## src/rtl/stc0_pkg.sv

```systemverilog
// Shared types and helpers for the stc0 pad link: serializer state encoding,
// beat-count derivation and a saturating counter increment.
package stc0_pkg;

    typedef logic [0:0] ser_state_t;
    localparam ser_state_t SER_IDLE = 1'b0;
    localparam ser_state_t SER_SEND = 1'b1;

    function automatic int unsigned beats(input int unsigned word_w, input int unsigned pad_w);
        return word_w / pad_w;
    endfunction

    // Increment v, holding at the all-ones value of a w-bit counter (w <= 32).
    function automatic logic [31:0] sat_inc(input logic [31:0] v, input int unsigned w);
        logic [31:0] top_v;
        top_v = (w >= 32) ? 32'hFFFF_FFFF : ((32'd1 << w) - 32'd1);
        return (v >= top_v) ? v : v + 32'd1;
    endfunction

endpackage

```

## src/rtl/stc0_pad_link_if.sv

```systemverilog
// Pad-side and core-side signal bundle of stc0_pad_link.
// IPar/EPar/ParCnt exist only when STC0_PAD_PARITY_EN is defined.
interface stc0_pad_link_if #(
    parameter int unsigned PAD_W  = 8,
    parameter int unsigned WORD_W = 32,
    parameter int unsigned CNT_W  = 16
);
    logic [PAD_W-1:0]  ID;
    logic              IValid;
    logic              ISof;
    logic [WORD_W-1:0] IngData;
    logic              IngValid;
    logic              IngReady;
    logic [WORD_W-1:0] EgData;
    logic              EgValid;
    logic              EgReady;
    logic [PAD_W-1:0]  ED;
    logic              EValid;
    logic              ESof;
    logic              ERdy;
    logic              LoopEn;
    logic              ClrCnt;
    logic [CNT_W-1:0]  DropCnt;
    logic [CNT_W-1:0]  AlignCnt;
`ifdef STC0_PAD_PARITY_EN
    logic              IPar;
    logic              EPar;
    logic [CNT_W-1:0]  ParCnt;
`endif

    modport slave (
        input  ID, IValid, ISof, IngReady, EgData, EgValid, ERdy, LoopEn, ClrCnt,
`ifdef STC0_PAD_PARITY_EN
        input  IPar,
        output EPar, ParCnt,
`endif
        output IngData, IngValid, EgReady, ED, EValid, ESof, DropCnt, AlignCnt
    );

    modport master (
        output ID, IValid, ISof, IngReady, EgData, EgValid, ERdy, LoopEn, ClrCnt,
`ifdef STC0_PAD_PARITY_EN
        output IPar,
        input  EPar, ParCnt,
`endif
        input  IngData, IngValid, EgReady, ED, EValid, ESof, DropCnt, AlignCnt
    );

endinterface

```

## src/rtl/stc0_sync_fifo.sv

```systemverilog
// First-word fall-through FIFO: pop_data shows the head whenever !empty.
// A push into a full FIFO is accepted only when a pop happens on the same edge.
module stc0_sync_fifo #(
    parameter int unsigned W     = 32,
    parameter int unsigned DEPTH = 8
) (
    input  logic         ClkProc,
    input  logic         ARst,
    input  logic         push,
    input  logic [W-1:0] push_data,
    input  logic         pop,
    output logic [W-1:0] pop_data,
    output logic         empty,
    output logic         full
);
    localparam int unsigned AW = $clog2(DEPTH);

    logic [W-1:0]  mem [DEPTH];
    logic [AW-1:0] wr_ptr_q, wr_ptr_d;
    logic [AW-1:0] rd_ptr_q, rd_ptr_d;
    logic [AW:0]   cnt_q, cnt_d;
    logic          push_ok;
    logic          pop_ok;

    assign empty    = (cnt_q == '0);
    assign full     = (cnt_q == (AW+1)'(DEPTH));
    assign pop_data = mem[rd_ptr_q];

    always_comb begin
        pop_ok   = pop & ~empty;
        push_ok  = push & (~full | pop_ok);
        wr_ptr_d = push_ok ? wr_ptr_q + 1'b1 : wr_ptr_q;
        rd_ptr_d = pop_ok  ? rd_ptr_q + 1'b1 : rd_ptr_q;
        cnt_d    = cnt_q;
        case ({push_ok, pop_ok})
            2'b10:   cnt_d = cnt_q + 1'b1;
            2'b01:   cnt_d = cnt_q - 1'b1;
            default: cnt_d = cnt_q;
        endcase
    end

    always_ff @(posedge ClkProc or posedge ARst) begin
        if (ARst) begin
            wr_ptr_q <= '0;
            rd_ptr_q <= '0;
            cnt_q    <= '0;
        end else begin
            wr_ptr_q <= wr_ptr_d;
            rd_ptr_q <= rd_ptr_d;
            cnt_q    <= cnt_d;
        end
    end

    // Storage carries no reset; stale contents are never visible while empty.
    always_ff @(posedge ClkProc) begin
        if (push_ok) begin
            mem[wr_ptr_q] <= push_data;
        end
    end

endmodule

```

## src/rtl/stc0_pad_link.sv

```systemverilog
// Pad-side link for stc0: beat deserialiser + FWFT FIFO on ingress, IDLE/SEND
// serializer on egress, optional loopback. Parity option: STC0_PAD_PARITY_EN.
module stc0_pad_link
    import stc0_pkg::*;
#(
    parameter int unsigned PAD_W  = 8,
    parameter int unsigned WORD_W = 32,
    parameter int unsigned DEPTH  = 8,
    parameter int unsigned CNT_W  = 16
) (
    input  logic            ClkProc,
    input  logic            ARst,
    stc0_pad_link_if.slave  bus
);
    localparam int unsigned BEATS = beats(WORD_W, PAD_W);
    localparam int unsigned BCW   = (BEATS > 1) ? $clog2(BEATS) : 1;
    localparam logic [BCW-1:0] LAST_BEAT = BCW'(BEATS - 1);

    genvar gi;

    // Ingress assembly
    logic              inprog_q, inprog_d;
    logic [BCW-1:0]    ibeat_q, ibeat_d;
    logic [WORD_W-1:0] asm_q, asm_d;
    logic              ing_start, ing_cont, ing_stray, ing_wr, ing_last, ing_push;
    logic [BCW-1:0]    ing_lane;
    logic              word_bad;
`ifdef STC0_PAD_PARITY_EN
    logic              bad_q, bad_d;
    logic              beat_bad;
    logic [CNT_W-1:0]  par_q, par_d;
`endif

    // FIFO and counters
    logic [WORD_W-1:0] fifo_data;
    logic              fifo_empty, fifo_full, fifo_pop, fifo_valid;
    logic [CNT_W-1:0]  drop_q, drop_d, align_q, align_d;
    logic              drop_inc, align_inc;

    // Egress serializer
    ser_state_t        state_q, state_d;
    logic [WORD_W-1:0] word_q, word_d;
    logic [BCW-1:0]    ebeat_q, ebeat_d;
    logic              loop_q, loop_d;
    logic              run_q;
    logic              last_beat, load_pt, sel_loop, src_valid, load, sending;
    logic [WORD_W-1:0] src_data;
    logic              ing_valid;
    logic [PAD_W-1:0]  ed_w;
    logic [PAD_W-1:0]  eg_lane [BEATS];

    always_comb begin
        ing_start = bus.IValid & bus.ISof;
        ing_cont  = bus.IValid & ~bus.ISof & inprog_q;
        ing_stray = bus.IValid & ~bus.ISof & ~inprog_q;
        ing_wr    = ing_start | ing_cont;
        ing_lane  = ing_start ? '0 : ibeat_q;
        ing_last  = ing_wr & (ing_lane == LAST_BEAT);
        ibeat_d   = ibeat_q;
        inprog_d  = inprog_q;
        if (ing_wr) begin
            ibeat_d  = ing_last ? '0 : ing_lane + 1'b1;
            inprog_d = ~ing_last;
        end
`ifdef STC0_PAD_PARITY_EN
        beat_bad = bus.IPar ^ (^bus.ID);
        bad_d    = bad_q;
        if (ing_wr) begin
            bad_d = (ing_start ? 1'b0 : bad_q) | beat_bad;
        end
        word_bad = ing_last & bad_d;
`else
        word_bad = 1'b0;
`endif
        ing_push  = ing_last & ~word_bad;
        // A fresh ISof abandons any partial word; a headless beat is discarded.
        align_inc = (ing_start & inprog_q) | ing_stray;
        drop_inc  = ing_push & fifo_full & ~fifo_pop;
    end

    // Little-endian lanes: beat k of a word lands at bits [k*PAD_W +: PAD_W].
    for (gi = 0; gi < BEATS; gi++) begin : g_ing_lane
        assign asm_d[gi*PAD_W +: PAD_W] = (ing_wr && ing_lane == BCW'(gi)) ?
                                          bus.ID : asm_q[gi*PAD_W +: PAD_W];
    end

    stc0_sync_fifo #(
        .W     (WORD_W),
        .DEPTH (DEPTH)
    ) u_fifo (
        .ClkProc   (ClkProc),
        .ARst      (ARst),
        .push      (ing_push),
        .push_data (asm_d),
        .pop       (fifo_pop),
        .pop_data  (fifo_data),
        .empty     (fifo_empty),
        .full      (fifo_full)
    );

    always_comb begin
        drop_d  = bus.ClrCnt ? '0 : (drop_inc  ? CNT_W'(sat_inc(32'(drop_q),  CNT_W)) : drop_q);
        align_d = bus.ClrCnt ? '0 : (align_inc ? CNT_W'(sat_inc(32'(align_q), CNT_W)) : align_q);
`ifdef STC0_PAD_PARITY_EN
        par_d   = bus.ClrCnt ? '0 : (word_bad  ? CNT_W'(sat_inc(32'(par_q),   CNT_W)) : par_q);
`endif
    end

    // Word boundaries (IDLE, or last beat being accepted) are the only points
    // where the source is chosen; the chosen mode then sticks for the word.
    always_comb begin
        sending   = (state_q == SER_SEND);
        last_beat = (ebeat_q == LAST_BEAT);
        load_pt   = (~sending & run_q) | (sending & last_beat & bus.ERdy);
        sel_loop  = load_pt ? bus.LoopEn : loop_q;
        fifo_valid = ~fifo_empty;
        ing_valid = fifo_valid & ~sel_loop;
        src_valid = sel_loop ? fifo_valid : bus.EgValid;
        src_data  = sel_loop ? fifo_data  : bus.EgData;
        load      = load_pt & src_valid;
        fifo_pop  = sel_loop ? (load & fifo_valid) : (ing_valid & bus.IngReady);

        state_d = state_q;
        word_d  = word_q;
        ebeat_d = ebeat_q;
        loop_d  = loop_q;
        if (load) begin
            state_d = SER_SEND;
            word_d  = src_data;
            ebeat_d = '0;
            loop_d  = sel_loop;
        end else if (sending && bus.ERdy) begin
            if (last_beat) begin
                state_d = SER_IDLE;
            end else begin
                ebeat_d = ebeat_q + 1'b1;
            end
        end
    end

    for (gi = 0; gi < BEATS; gi++) begin : g_eg_lane
        assign eg_lane[gi] = word_q[gi*PAD_W +: PAD_W];
    end

    assign ed_w         = sending ? eg_lane[ebeat_q] : '0;
    assign bus.ED       = ed_w;
    assign bus.EValid   = sending;
    assign bus.ESof     = sending & (ebeat_q == '0);
    assign bus.EgReady  = load_pt & ~sel_loop;
    assign bus.IngValid = ing_valid;
    assign bus.IngData  = ing_valid ? fifo_data : '0;
    assign bus.DropCnt  = drop_q;
    assign bus.AlignCnt = align_q;
`ifdef STC0_PAD_PARITY_EN
    assign bus.EPar     = ^ed_w;
    assign bus.ParCnt   = par_q;
`endif

    // run_q keeps EgReady low until the first edge after reset release.
    always_ff @(posedge ClkProc or posedge ARst) begin
        if (ARst) begin
            inprog_q <= 1'b0;
            ibeat_q  <= '0;
            asm_q    <= '0;
            drop_q   <= '0;
            align_q  <= '0;
            state_q  <= SER_IDLE;
            word_q   <= '0;
            ebeat_q  <= '0;
            loop_q   <= 1'b0;
            run_q    <= 1'b0;
`ifdef STC0_PAD_PARITY_EN
            bad_q    <= 1'b0;
            par_q    <= '0;
`endif
        end else begin
            inprog_q <= inprog_d;
            ibeat_q  <= ibeat_d;
            asm_q    <= asm_d;
            drop_q   <= drop_d;
            align_q  <= align_d;
            state_q  <= state_d;
            word_q   <= word_d;
            ebeat_q  <= ebeat_d;
            loop_q   <= loop_d;
            run_q    <= 1'b1;
`ifdef STC0_PAD_PARITY_EN
            bad_q    <= bad_d;
            par_q    <= par_d;
`endif
        end
    end

endmodule

```

## src/flat_wrapper.sv

```systemverilog
// flat-port wrapper written by rule: the top's interface ports become plain ports
module stc0_pad_link_flat import stc0_pkg::*;
#(
    parameter int unsigned PAD_W  = 8,
    parameter int unsigned WORD_W = 32,
    parameter int unsigned DEPTH  = 8,
    parameter int unsigned CNT_W  = 16
)
  (ClkProc, ARst, bus_ID, bus_IValid, bus_ISof, bus_IngReady, bus_EgData, bus_EgValid, bus_ERdy, bus_LoopEn, bus_ClrCnt, bus_IngData, bus_IngValid, bus_EgReady, bus_ED, bus_EValid, bus_ESof, bus_DropCnt, bus_AlignCnt);
  stc0_pad_link_if #(.PAD_W(PAD_W), .WORD_W(WORD_W), .CNT_W(CNT_W)) bus_i ();
  input  logic ClkProc;
  input  logic ARst;
  input wire logic [$bits(bus_i.ID)-1:0] bus_ID;
  input wire logic [$bits(bus_i.IValid)-1:0] bus_IValid;
  input wire logic [$bits(bus_i.ISof)-1:0] bus_ISof;
  input wire logic [$bits(bus_i.IngReady)-1:0] bus_IngReady;
  input wire logic [$bits(bus_i.EgData)-1:0] bus_EgData;
  input wire logic [$bits(bus_i.EgValid)-1:0] bus_EgValid;
  input wire logic [$bits(bus_i.ERdy)-1:0] bus_ERdy;
  input wire logic [$bits(bus_i.LoopEn)-1:0] bus_LoopEn;
  input wire logic [$bits(bus_i.ClrCnt)-1:0] bus_ClrCnt;
  output wire logic [$bits(bus_i.IngData)-1:0] bus_IngData;
  output wire logic [$bits(bus_i.IngValid)-1:0] bus_IngValid;
  output wire logic [$bits(bus_i.EgReady)-1:0] bus_EgReady;
  output wire logic [$bits(bus_i.ED)-1:0] bus_ED;
  output wire logic [$bits(bus_i.EValid)-1:0] bus_EValid;
  output wire logic [$bits(bus_i.ESof)-1:0] bus_ESof;
  output wire logic [$bits(bus_i.DropCnt)-1:0] bus_DropCnt;
  output wire logic [$bits(bus_i.AlignCnt)-1:0] bus_AlignCnt;
  assign bus_i.ID = bus_ID;
  assign bus_i.IValid = bus_IValid;
  assign bus_i.ISof = bus_ISof;
  assign bus_i.IngReady = bus_IngReady;
  assign bus_i.EgData = bus_EgData;
  assign bus_i.EgValid = bus_EgValid;
  assign bus_i.ERdy = bus_ERdy;
  assign bus_i.LoopEn = bus_LoopEn;
  assign bus_i.ClrCnt = bus_ClrCnt;
  assign bus_IngData = bus_i.IngData;
  assign bus_IngValid = bus_i.IngValid;
  assign bus_EgReady = bus_i.EgReady;
  assign bus_ED = bus_i.ED;
  assign bus_EValid = bus_i.EValid;
  assign bus_ESof = bus_i.ESof;
  assign bus_DropCnt = bus_i.DropCnt;
  assign bus_AlignCnt = bus_i.AlignCnt;
  stc0_pad_link #(.PAD_W(PAD_W), .WORD_W(WORD_W), .DEPTH(DEPTH), .CNT_W(CNT_W)) u_core (.ClkProc(ClkProc), .ARst(ARst), .bus(bus_i));
endmodule
```

## config.mk

```make
export PLATFORM = sky130hd
export DESIGN_NAME = stc0_pad_link_flat
export DESIGN_NICKNAME = d
export VERILOG_FILES = /design/src/rtl/stc0_pkg.sv /design/src/rtl/stc0_pad_link_if.sv /design/src/rtl/stc0_sync_fifo.sv /design/src/rtl/stc0_pad_link.sv /design/src/flat_wrapper.sv
export SDC_FILE = /design/constraint.sdc
export NUM_CORES = 1
export LEC_CHECK = 0
export CAP_MARGIN = 5
export CORE_UTILIZATION = 41
export CTS_CLUSTER_DIAMETER = 120
export DETAILED_ROUTE_END_ITERATION = 8
export SYNTH_ARGS = -nofsm -noshare
export SYNTH_HDL_FRONTEND = slang
export SYNTH_SLANG_ARGS = --single-unit
export TNS_END_PERCENT = 1
```

## constraint.sdc

```tcl
create_clock -name ClkProc -period 6.2 [get_ports ClkProc]
set_input_delay 0.62 -clock ClkProc [delete_from_list [all_inputs] [get_ports ClkProc]]
set_output_delay 0.62 -clock ClkProc [all_outputs]
set_load 0.05 [all_outputs]
```

==> results.py, run 1 <==
metrics = {
    "run_status": {
        "outcome": "finished, final reports clean",
    },
    "synth": {
        "syn_inst": 949,
        "ys_ff_latch": 370,
        "syn-num-nets": 1009,
        "synth_area_leaders": "edfxtp_1, dfrtp_1, mux4_2, mux2_2, mux2i_1",
        "synth.largest_area_cell": "edfxtp_1",
        "netlist.area_leader.share": 0.4987,
        "synthFlopType": "edfxtp_1",
        "yosys.cell_types.count": 56,
        "synth_edf_count": 256,
        "yosys_warnings": 0,
        "yosysSeqAreaShare": 0.6838,
        "syn_area_per_cell_um2": 16.24,
        "async_flop_share": 0.3081,
        "syn-cell-area_mm2": 0.01541,
    },
    "floorplanning": {
        "ios": 125,
        "fp.dieW_um": 195.9,
        "core_area_mm2": 0.03679,
        "rows": 70,
        "fp.dieH_um": 195.9,
        "die_area_mm2": 0.03837,
        "start_util": 0.4190,
    },
    "grt": {
        "grt_max_degree": 65,
        "grt_overflow_total": 0,
        "grt_antenna_before_repair": 2,
        "grt_pass1_vias": 8660,
        "grt_usage": 0.1945,
        "grt_pass1_wl_um": 54860,
    },
    "sta": {
        "relSlewSlack": 0.2039,
        "worst_slew_pin_slew_ns": 1.190,
        "period_share": 0.7050,
        "fmaxAchievable_mhz": 228.8,
        "finClkSkew_ns": 0.01814,
        "setup-violations-final": 0,
        "finalHoldViolations": 0,
        "timing.setup.tns_ns": 0,
        "slew_viol_final": 0,
        "whs_ns": 0.4915,
        "rsz0062_at_grt": "no",
        "final.min_clock_period_ns": 4.371,
    },
    "placement": {
        "portBuffers": 124,
        "place_hpwl_um": 22760,
        "placed_cell_area_mm2": 0.01721,
        "gp_congestion": 0.7992,
    },
    "cells_and_area": {
        "fin_nets": 1144,
        "ff_latch_area_mm2": 0.01055,
        "nFillCells": 3080,
        "layout-drive-gt1-share": 0.2038,
        "diodes": 0,
        "multi_input_area_mm2": 0.004657,
        "design_area_mm2": 0.01842,
        "area_delta_synth_final_pct": 19.51,
    },
    "pwr": {
        "p_comb_frac": 0.390,
        "p_per_area_mw_per_mm2": 520.1,
        "p_seq_frac": 0.379,
        "peakVddDrop_mv": 0.2746,
        "p_int_w": 0.005957,
        "p_sw_frac": 0.3782,
        "clockPowerShare": 0.231,
        "p_leak_nw": 6.602,
        "switchingPower_w": 0.003623,
    },
    "route": {
        "wirelength_um": 36560,
        "drt.antenna.violating_nets": 0,
        "wl_per_cell_um": 23.11,
        "drtIter0Drc": 621,
        "vias": 8595,
        "vias_per_cell": 5.433,
        "drc": 0,
        "dr.pass1.iters": 6,
    },
    "clock_tree": {
        "clock_path_buffers": 3,
        "clk_pin_slew_ns": 0.06,
        "cts_resized": 0,
        "cts_tree": "done",
        "cts_sinks": 370,
        "cts_setup_buffers": 0,
        "clock_latency_ns": 0.54,
        "htree_num_levels": 2,
        "root_buffer": "clkbuf_16",
        "hold_buffers": 0,
        "cts_made_buffers": 38,
    },
    "worst_setup_path": {
        "critical_path_required_ns": 5.58,
        "crit_type": "flip-flop to output port",
        "critPathMaxFanout": 43,
        "arrival_ns": 3.75,
        "crit_path_start_kind": "flip-flop",
        "end_kind": "output port",
    },
    "min_path": {
        "hold_class": "input pin to asynchronous set/reset pin",
    },
    "run": {
        "cap_violations": 0,
    },
}
[final timing paths]
path / from / to / slack (ns) / cells after the start
max: u_core.u_fifo.rd_ptr_q[0]$_DFFE_PP0P_ / bus_IngData[7] / 1.83 / 5
min: ARst / u_core.run_q$_DFF_PP0_ / 0.49 / 2
max reg2reg: u_core.ebeat_q[0]$_DFFE_PP0P_ / u_core.u_fifo.mem[7][13]$_DFFE_PP_ / 2.88 / 8
min reg2reg: u_core.word_q[13]$_DFFE_PP0P_ / u_core.word_q[13]$_DFFE_PP0P_ / 0.50 / 1
max in group asynchronous: ARst / u_core.word_q[28]$_DFFE_PP0P_ / 4.70 / 3
min in group ClkProc: u_core.word_q[13]$_DFFE_PP0P_ / u_core.word_q[13]$_DFFE_PP0P_ / 0.50 / 1
[cell usage after synthesis (3+ instances only)]
library cell  count
clkbuf_1         18
nor4_1            3
nor2_1           72
buf_1             9
nor3_1           10
mux4_2           72
o21ai_0           3
edfxtp_1        256
nand2_2           3
mux2_2           55
and3_1            5
xnor2_1          17
dfrtp_1         114
buf_4             5
xor2_1           17
ha_1             11
nand3_1          21
o21ai_1          33
a21oi_1          10
and2_1           11
nand4_1          11
buf_2            10
and4_1            3
inv_1            13
or4_1             3
nand2_1          87
mux2i_1          35
[worst max-delay path: stages, from the launching register on]
cell and delay (ns):
dfrtp_4 1.01, buf_4 0.41, mux4_2 0.53, mux2i_1 0.43, nor2_1 0.09, clkdlybuf4s50_1 0.72
[through the flow]
step | setup slack (ns) | instances | power (W) | util
after floorplan | 0.6798 | 949 | 0.006193 | -
after global placement | 2.278 | 1512 | 0.007423 | 0.4679
after detailed placement | 2.260 | 1512 | 0.007463 | 0.4679
after CTS | 1.696 | 1582 | 0.009676 | 0.5008
after global routing | 1.606 | 1582 | 0.01002 | 0.5008
final | 1.829 | 1582 | 0.009580 | 0.5008
[registers in the layout, summed over array words and instances (netlist names)]
name and flops:
u_core.u_fifo.rd_ptr_q 3, u_core.bus.EValid 1, u_core.asm_q 32, u_core.inprog_q 1, u_core.ebeat_q 2, u_core.bus.DropCnt 16
u_core.u_fifo.mem 256, u_core.ibeat_q 2, u_core.loop_q 1, u_core.u_fifo.cnt_q 4, u_core.word_q 32, u_core.bus.AlignCnt 16
u_core.run_q 1, u_core.u_fifo.wr_ptr_q 3
[cells by family after synthesis]
kind of cell / share of synthesized area
compound gates: 0.02387
xor+xnor: 0.01932
fa+ha+maj: 0.008929
buf+inv: 0.01778
flops: 0.6838
mux: 0.1696
other cells: 0.0002433
simple gates: 0.07647
[area by class of cell]
type                    count  area share
clock buffers              51     0.05651
clock inverters            19    0.009101
inverters                  14    0.002989
multi-input cells         519      0.2528
flip-flops and latches    370      0.5725
well taps                 468     0.03179
repair buffers            141     0.07431
[layer usage]
layer  global-route usage  routed length (um)
met5                    0                  36
met4              0.05758                 813
met3              0.03318                1943
met2               0.3108               17480
met1               0.2743               16290
[power groups by stage]
| stage | Combinational [W] | Clock [W] | Sequential, W |
|---|---|---|---|
| after floorplan | 0.00279 | 0 | 0.00341 |
| after global placement | 0.00374 | 0 | 0.00368 |
| after detailed placement | 0.00377 | 0 | 0.00369 |
| after CTS | 0.00378 | 0.00225 | 0.00364 |
| after global routing | 0.00398 | 0.00235 | 0.00369 |
| final | 0.00373 | 0.00221 | 0.00363 |
[layout by cell type, fill, tap and decap left out, drive strengths merged, types with 2 or more instances in the layout]
master         count
nand4             11
o211ai             2
nor3b              2
or3                2
inv               14
nand2b             3
nor4               4
nor4b              3
xor2              17
bufinv             2
o31ai              2
nand3             21
clkinvlp           2
clkdlybuf4s50    124
mux2              57
mux2i             35
xnor2             17
and4               3
nand2             91
or2                2
or4                3
o21ai             36
dfrtp            114
a31oi              2
clkinv            15
buf               17
clkbuf            51
mux4              72
ha                11
and2              11
a21oi             10
nor3              12
nand3b             2
nor2              73
and3               5
edfxtp           256
Note: power is estimated with default switching activity, not from simulation.
==> run 2, diff against run 1 <==
==> constraint.sdc (replaced) <==
create_clock -name ClkProc -period 4 [get_ports ClkProc]
set_input_delay 0.4 -clock ClkProc [delete_from_list [all_inputs] [get_ports ClkProc]]
set_output_delay 0.4 -clock ClkProc [all_outputs]
set_load 0.05 [all_outputs]
==> results.py, run 2 (synthesis results as in run 1) <==
metrics = {
    "floorplanning": {
        "fp.dieW_um": 195.9,
        "die_area_mm2": 0.03837,
        "core_area_mm2": 0.03679,
        "rows": 70,
        "ios": 125,
        "fp.dieH_um": 195.9,
        "start_util": 0.4190,
    },
    "clock_tree": {
        "hold_buffers": 0,
        "htree_num_levels": 2,
        "cts_sinks": 370,
        "cts_tree": "done",
        "clk_pin_slew_ns": 0.06,
        "clock_latency_ns": 0.56,
        "root_buffer": "clkbuf_16",
        "cts_made_buffers": 39,
        "clock_path_buffers": 3,
        "cts_resized": 0,
        "cts_setup_buffers": 0,
    },
    "pwr": {
        "clockPowerShare": 0.232,
        "p_int_w": 0.01013,
        "switchingPower_w": 0.005934,
        "peakVddDrop_mv": 0.3676,
        "p_sw_frac": 0.3694,
        "p_comb_frac": 0.421,
        "p_leak_nw": 6.873,
        "p_seq_frac": 0.346,
        "p_per_area_mw_per_mm2": 846.8,
        "p_total_w": 0.01606,
    },
    "route": {
        "top_layer_used": "met4",
        "wl_per_cell_um": 22.06,
        "wirelength_um": 35110,
        "drt-met1-wl_um": 15990,
        "wl_met3_um": 1802,
        "drt.antenna.violating_nets": 0,
        "dr.pass1.iters": 4,
        "drtIter0Drc": 467,
        "vias_per_cell": 5.304,
        "drc": 0,
        "vias": 8438,
        "dr_wl_met2_um": 16840,
    },
    "worst_setup_path": {
        "crit_path_start_kind": "flip-flop",
        "crit_end": "bus_IngData[14]",
        "crit_type": "flip-flop to output port",
        "arrival_ns": 3.06,
        "reg2reg_slack_ns": 0.89,
        "end_kind": "output port",
        "startpoint": "u_core.ebeat_q[1]$_DFFE_PP0P_",
        "reg2reg_from": "u_core.ebeat_q[1]$_DFFE_PP0P_",
        "critical_path_required_ns": 3.60,
        "critPathMaxFanout": 25,
        "r2r_end": "u_core.u_fifo.mem[4][10]$_DFFE_PP_",
        "reg2regPathDepth": 7,
    },
    "sta": {
        "timing.setup.tns_ns": 0,
        "relSlewSlack": 0.1911,
        "fmaxAchievable_mhz": 288.9,
        "finClkSkew_ns": 0.03009,
        "slew_viol_final": 0,
        "setup-violations-final": 0,
        "rsz0062_at_grt": "no",
        "period_share": 0.8653,
        "worst_slew_pin_slew_ns": 1.210,
        "final.min_clock_period_ns": 3.461,
        "finalHoldViolations": 0,
    },
    "cells_and_area": {
        "mostFrequentLayoutCell": "edfxtp_1",
        "design_area_mm2": 0.01897,
        "finalCoreUtilization": 0.5157,
        "diodes": 0,
        "reg.largest.list": "u_core.u_fifo.mem x256, u_core.asm_q x32, u_core.word_q x32",
        "largest_register": "u_core.u_fifo.mem",
        "mostFrequentLayoutCells": "edfxtp_1, dfrtp_1, clkdlybuf4s50_1",
        "fin_nets": 1152,
        "layout-drive-gt1-share": 0.2413,
        "area_delta_synth_final_pct": 23.07,
        "nFillCells": 3043,
        "largest_reg_flops": 256,
        "instances_no_fill": 1591,
    },
    "placement": {
        "placed_cells": 1519,
        "gp_congestion": 0.7986,
        "placed_cell_area_mm2": 0.01763,
        "place_hpwl_um": 22980,
        "portBuffers": 124,
    },
    "grt": {
        "grt_max_degree": 66,
        "grt_antenna_before_repair": 1,
        "grt_pass1_vias": 8712,
        "grt_pass1_wl_um": 53800,
        "grt_overflow_total": 0,
        "grt_usage": 0.1888,
    },
    "min_path": {
        "hold_class": "input pin to asynchronous set/reset pin",
    },
    "run_status": {
        "outcome": "finished, final reports clean",
    },
    "run": {
        "cap_violations": 0,
    },
}
run 2: how the worst min path moves through the flow:
| stage | from | endpoint | cells after the start |
|---|---|---|---|
| after global routing | ARst | u_core.asm_q[0]$_DFF_PP0_ | 2 |
| final | ARst | u_core.word_q[6]$_DFFE_PP0P_ | 2 |
| after floorplan | u_core.word_q[13]$_DFFE_PP0P_ | u_core.word_q[13]$_DFFE_PP0P_ | 1 |
| after CTS | ARst | u_core.u_fifo.cnt_q[0]$_DFFE_PP0P_ | 2 |
| after global placement | u_core.word_q[28]$_DFFE_PP0P_ | u_core.word_q[28]$_DFFE_PP0P_ | 1 |
| after detailed placement | u_core.word_q[5]$_DFFE_PP0P_ | u_core.word_q[5]$_DFFE_PP0P_ | 1 |
run 2: stage by stage:
stage	setup WS, ns	hold slack, ns
2_1_floorplan	-1.345	0.4532
3_3_place_gp	0.8261	0.4850
6_report	0.5386	0.3900
3_5_place_dp	0.7727	0.4946
4_1_cts	0.5012	0.4181
5_1_grt	0.3825	0.4621
run 2: worst max-delay path: stages (launching register included):
cell	delay, ns
dfrtp_1	0.63
ha_1	0.27
nand3_1	0.15
nand3_1	0.23
a21boi_4	0.21
nand2_1	0.24
buf_4	0.32
nor2_1	0.25
buf_12	0.17
run 2: power groups by stage:
stage | combinational (W) | clock [W] | sequential (W)
after global placement | 0.00677 | 0 | 0.00564
final | 0.00677 | 0.00373 | 0.00557
after global routing | 0.00716 | 0.00397 | 0.00564
after floorplan | 0.00432 | 0 | 0.00528
after detailed placement | 0.00681 | 0 | 0.00566
after CTS | 0.00683 | 0.00382 | 0.00558
run 2: cell type report:
| type | instances | area [um2] | area share |
|---|---|---|---|
| Multi-Input combinational cell | 519 | 4666 | 0.2460 |
| Tap cell | 468 | 585.6 | 0.03087 |
| Timing Repair Buffer | 148 | 1777 | 0.09366 |
| Inverter | 14 | 55.05 | 0.002902 |
| Sequential cell | 370 | 10550 | 0.5560 |
| Clock inverter | 22 | 322.8 | 0.01702 |
| Clock buffer | 50 | 1017 | 0.05362 |
run 2: per-layer routing:
| metal | vias up | GRT usage |
|---|---|---|
| li1 | 3888 | - |
| met1 | 4323 | 0.2650 |
| met2 | 189 | 0.3093 |
| met3 | 38 | 0.03318 |
| met4 | 0 | 0.04022 |
| met5 | - | 0 |
==> run 3, diff against run 2 <==
==> constraint.sdc (replaced) <==
create_clock -name ClkProc -period 2.8 [get_ports ClkProc]
set_input_delay 0.28 -clock ClkProc [delete_from_list [all_inputs] [get_ports ClkProc]]
set_output_delay 0.28 -clock ClkProc [all_outputs]
set_load 0.05 [all_outputs]
==> results.py, run 3 (synthesis results as in run 1) <==
metrics = {
    "cells_and_area": {
        "mostFrequentLayoutCell": "edfxtp_1",
        "layout-drive-gt1-share": 0.2788,
        "diodes": 0,
        "largest_register": "u_core.u_fifo.mem",
        "area_delta_synth_final_pct": 26.99,
        "mostFrequentLayoutCells": "edfxtp_1, dfrtp_1, nand2_1",
        "reg.largest.list": "u_core.u_fifo.mem x256, u_core.asm_q x32, u_core.word_q x32",
        "design_area_mm2": 0.01957,
        "largest_reg_flops": 256,
        "fin_nets": 1190,
        "instances_no_fill": 1630,
        "finalCoreUtilization": 0.5321,
        "nFillCells": 2981,
    },
    "sta": {
        "period_share": 0.9860,
        "fmaxAchievable_mhz": 362.2,
        "setup-violations-final": 0,
        "whs_ns": 0.1658,
        "slew_viol_final": 0,
        "finalHoldViolations": 0,
        "worst_slew_pin_slew_ns": 0.7745,
        "rsz0062_at_grt": "yes",
        "finClkSkew_ns": 0.02232,
        "final.min_clock_period_ns": 2.761,
        "relSlewSlack": 0.4837,
    },
    "floorplanning": {
        "rows": 70,
        "fp.dieW_um": 195.9,
        "die_area_mm2": 0.03837,
        "fp.dieH_um": 195.9,
        "start_util": 0.4190,
        "core_area_mm2": 0.03679,
        "ios": 125,
    },
    "worst_setup_path": {
        "crit_type": "flip-flop to output port",
        "r2r_end": "u_core.u_fifo.mem[3][19]$_DFFE_PP_",
        "crit_buf_inv": 2,
        "path_delay_family": "multiplexers",
        "reg2reg_from": "u_core.ebeat_q[0]$_DFFE_PP0P_",
        "cp_cell_sequence": "buf_16 -> mux4_2 -> mux2i_2 -> nor2_1 -> buf_12",
        "crit_end": "bus_IngData[18]",
        "slowest_delay_ns": 0.55,
        "end_kind": "output port",
        "arrival_ns": 2.48,
        "cp_num_cells": 5,
        "crit_slowest_cell": "dfrtp_4",
        "critPathMaxFanout": 24,
        "reg2regPathDepth": 8,
        "startpoint": "u_core.u_fifo.rd_ptr_q[0]$_DFFE_PP0P_",
        "reg2reg_slack_ns": 0.38,
        "crit_path_start_kind": "flip-flop",
        "critical_path_required_ns": 2.52,
    },
    "route": {
        "drtIter0Drc": 534,
        "wl_per_cell_um": 21.32,
        "wirelength_um": 34750,
        "drt.antenna.violating_nets": 0,
        "dr.pass1.iters": 4,
        "vias_per_cell": 5.221,
        "drc": 0,
        "vias": 8511,
    },
    "grt": {
        "grt_usage": 0.1859,
        "grt_pass1_vias": 8915,
        "grt_antenna_before_repair": 0,
        "grt_max_degree": 65,
        "grt_overflow_total": 0,
        "grt_pass1_wl_um": 53360,
    },
    "clock_tree": {
        "clock_path_buffers": 3,
        "root_buffer": "clkbuf_16",
        "clk_pin_slew_ns": 0.06,
        "htree_num_levels": 2,
        "hold_buffers": 0,
        "cts_sinks": 370,
        "cts_made_buffers": 40,
        "cts_tree": "done",
        "clock_latency_ns": 0.55,
    },
    "pwr": {
        "p_per_area_mw_per_mm2": 1204,
        "peakVddDrop_mv": 0.4889,
        "p_total_w": 0.02357,
        "p_leak_nw": 7.158,
    },
    "placement": {
        "placed_cell_area_mm2": 0.01811,
        "placed_cells": 1554,
        "portBuffers": 124,
        "place_hpwl_um": 22840,
        "gp_congestion": 0.7694,
    },
    "run_status": {
        "outcome": "finished, final reports clean",
    },
    "run": {
        "cap_violations": 0,
    },
    "min_path": {
        "hold_class": "input pin to asynchronous set/reset pin",
    },
}
-- run 3: cell count changes in the layout (fill, tap and decap cells not counted), moves of 3 or more --
cell / delta
mux2i_2: +10
clkbuf_1: -3
mux2i_1: -14
mux2i_4: +4
clkdlybuf4s50_1: -9
clkinv_1: +4
dlygate4sd2_1: +7
clkinv_4: -4
clkinv_2: +4
buf_4: +24
buf_12: +13
-- run 3: per-layer routing --
| metal | track usage | routed length, um | share of wire | vias to the layer above |
|---|---|---|---|---|
| met5 | 0 | 0 | 0 | - |
| met4 | 0.05382 | 685 | 0.020 | 0 |
| met3 | 0.03198 | 1467 | 0.042 | 45 |
| met2 | 0.3032 | 16710 | 0.48 | 180 |
| met1 | 0.2571 | 15890 | 0.46 | 4329 |
| li1 | - | - | - | 3957 |
-- run 3: stage by stage --
| stage | setup TNS, ns | setup WS, ns |
|---|---|---|
| CTS | 0 | 0.003050 |
| global placement | 0 | 0.1020 |
| finish | 0 | 0.03934 |
| detailed placement | 0 | 0.05741 |
| floorplan | -132.68 | -0.4957 |
| global route | -0.1219 | -0.05749 |
-- run 3: how the worst min path moves through the flow --
| stage | depth (start not counted) | start | slack [ns] | endpoint |
|---|---|---|---|---|
| floorplan | 1 | bus_ClrCnt | 0.35 | u_core.bus.AlignCnt[2]$_DFFE_PP0P_ |
| global placement | 1 | u_core.word_q[13]$_DFFE_PP0P_ | 0.48 | u_core.word_q[13]$_DFFE_PP0P_ |
| detailed placement | 1 | u_core.word_q[13]$_DFFE_PP0P_ | 0.49 | u_core.word_q[13]$_DFFE_PP0P_ |
| CTS | 2 | ARst | 0.17 | u_core.run_q$_DFF_PP0_ |
| global route | 2 | ARst | 0.22 | u_core.loop_q$_DFFE_PP0P_ |
| finish | 2 | ARst | 0.17 | u_core.u_fifo.cnt_q[3]$_DFFE_PP0P_ |
-- run 3: area by class of cell --
cell class | count | area, um2 | area share
clock buffer | 50 | 1059 | 0.05408
clock inverter | 24 | 301.5 | 0.01541
inverter | 14 | 55.05 | 0.002813
multi-input combinational | 519 | 4796 | 0.2450
sequential | 370 | 10550 | 0.5389
tap | 468 | 585.6 | 0.02992
timing repair buffer | 185 | 2228 | 0.1138
-- run 3: power by group --
part | internal [W] | total (W) | switching [W]
Clock | 0.00326 | 0.00540 | 0.00214
Sequential | 0.00719 | 0.00780 | 0.000608
Combinational | 0.00464 | 0.0104 | 0.00574
-- run 3: what timing repair did --
item,4_1_cts,5_1_grt
setup endpoints to repair,35,12
buffers inserted,2,0
pin swaps,0,0
gates resized for setup,19,9
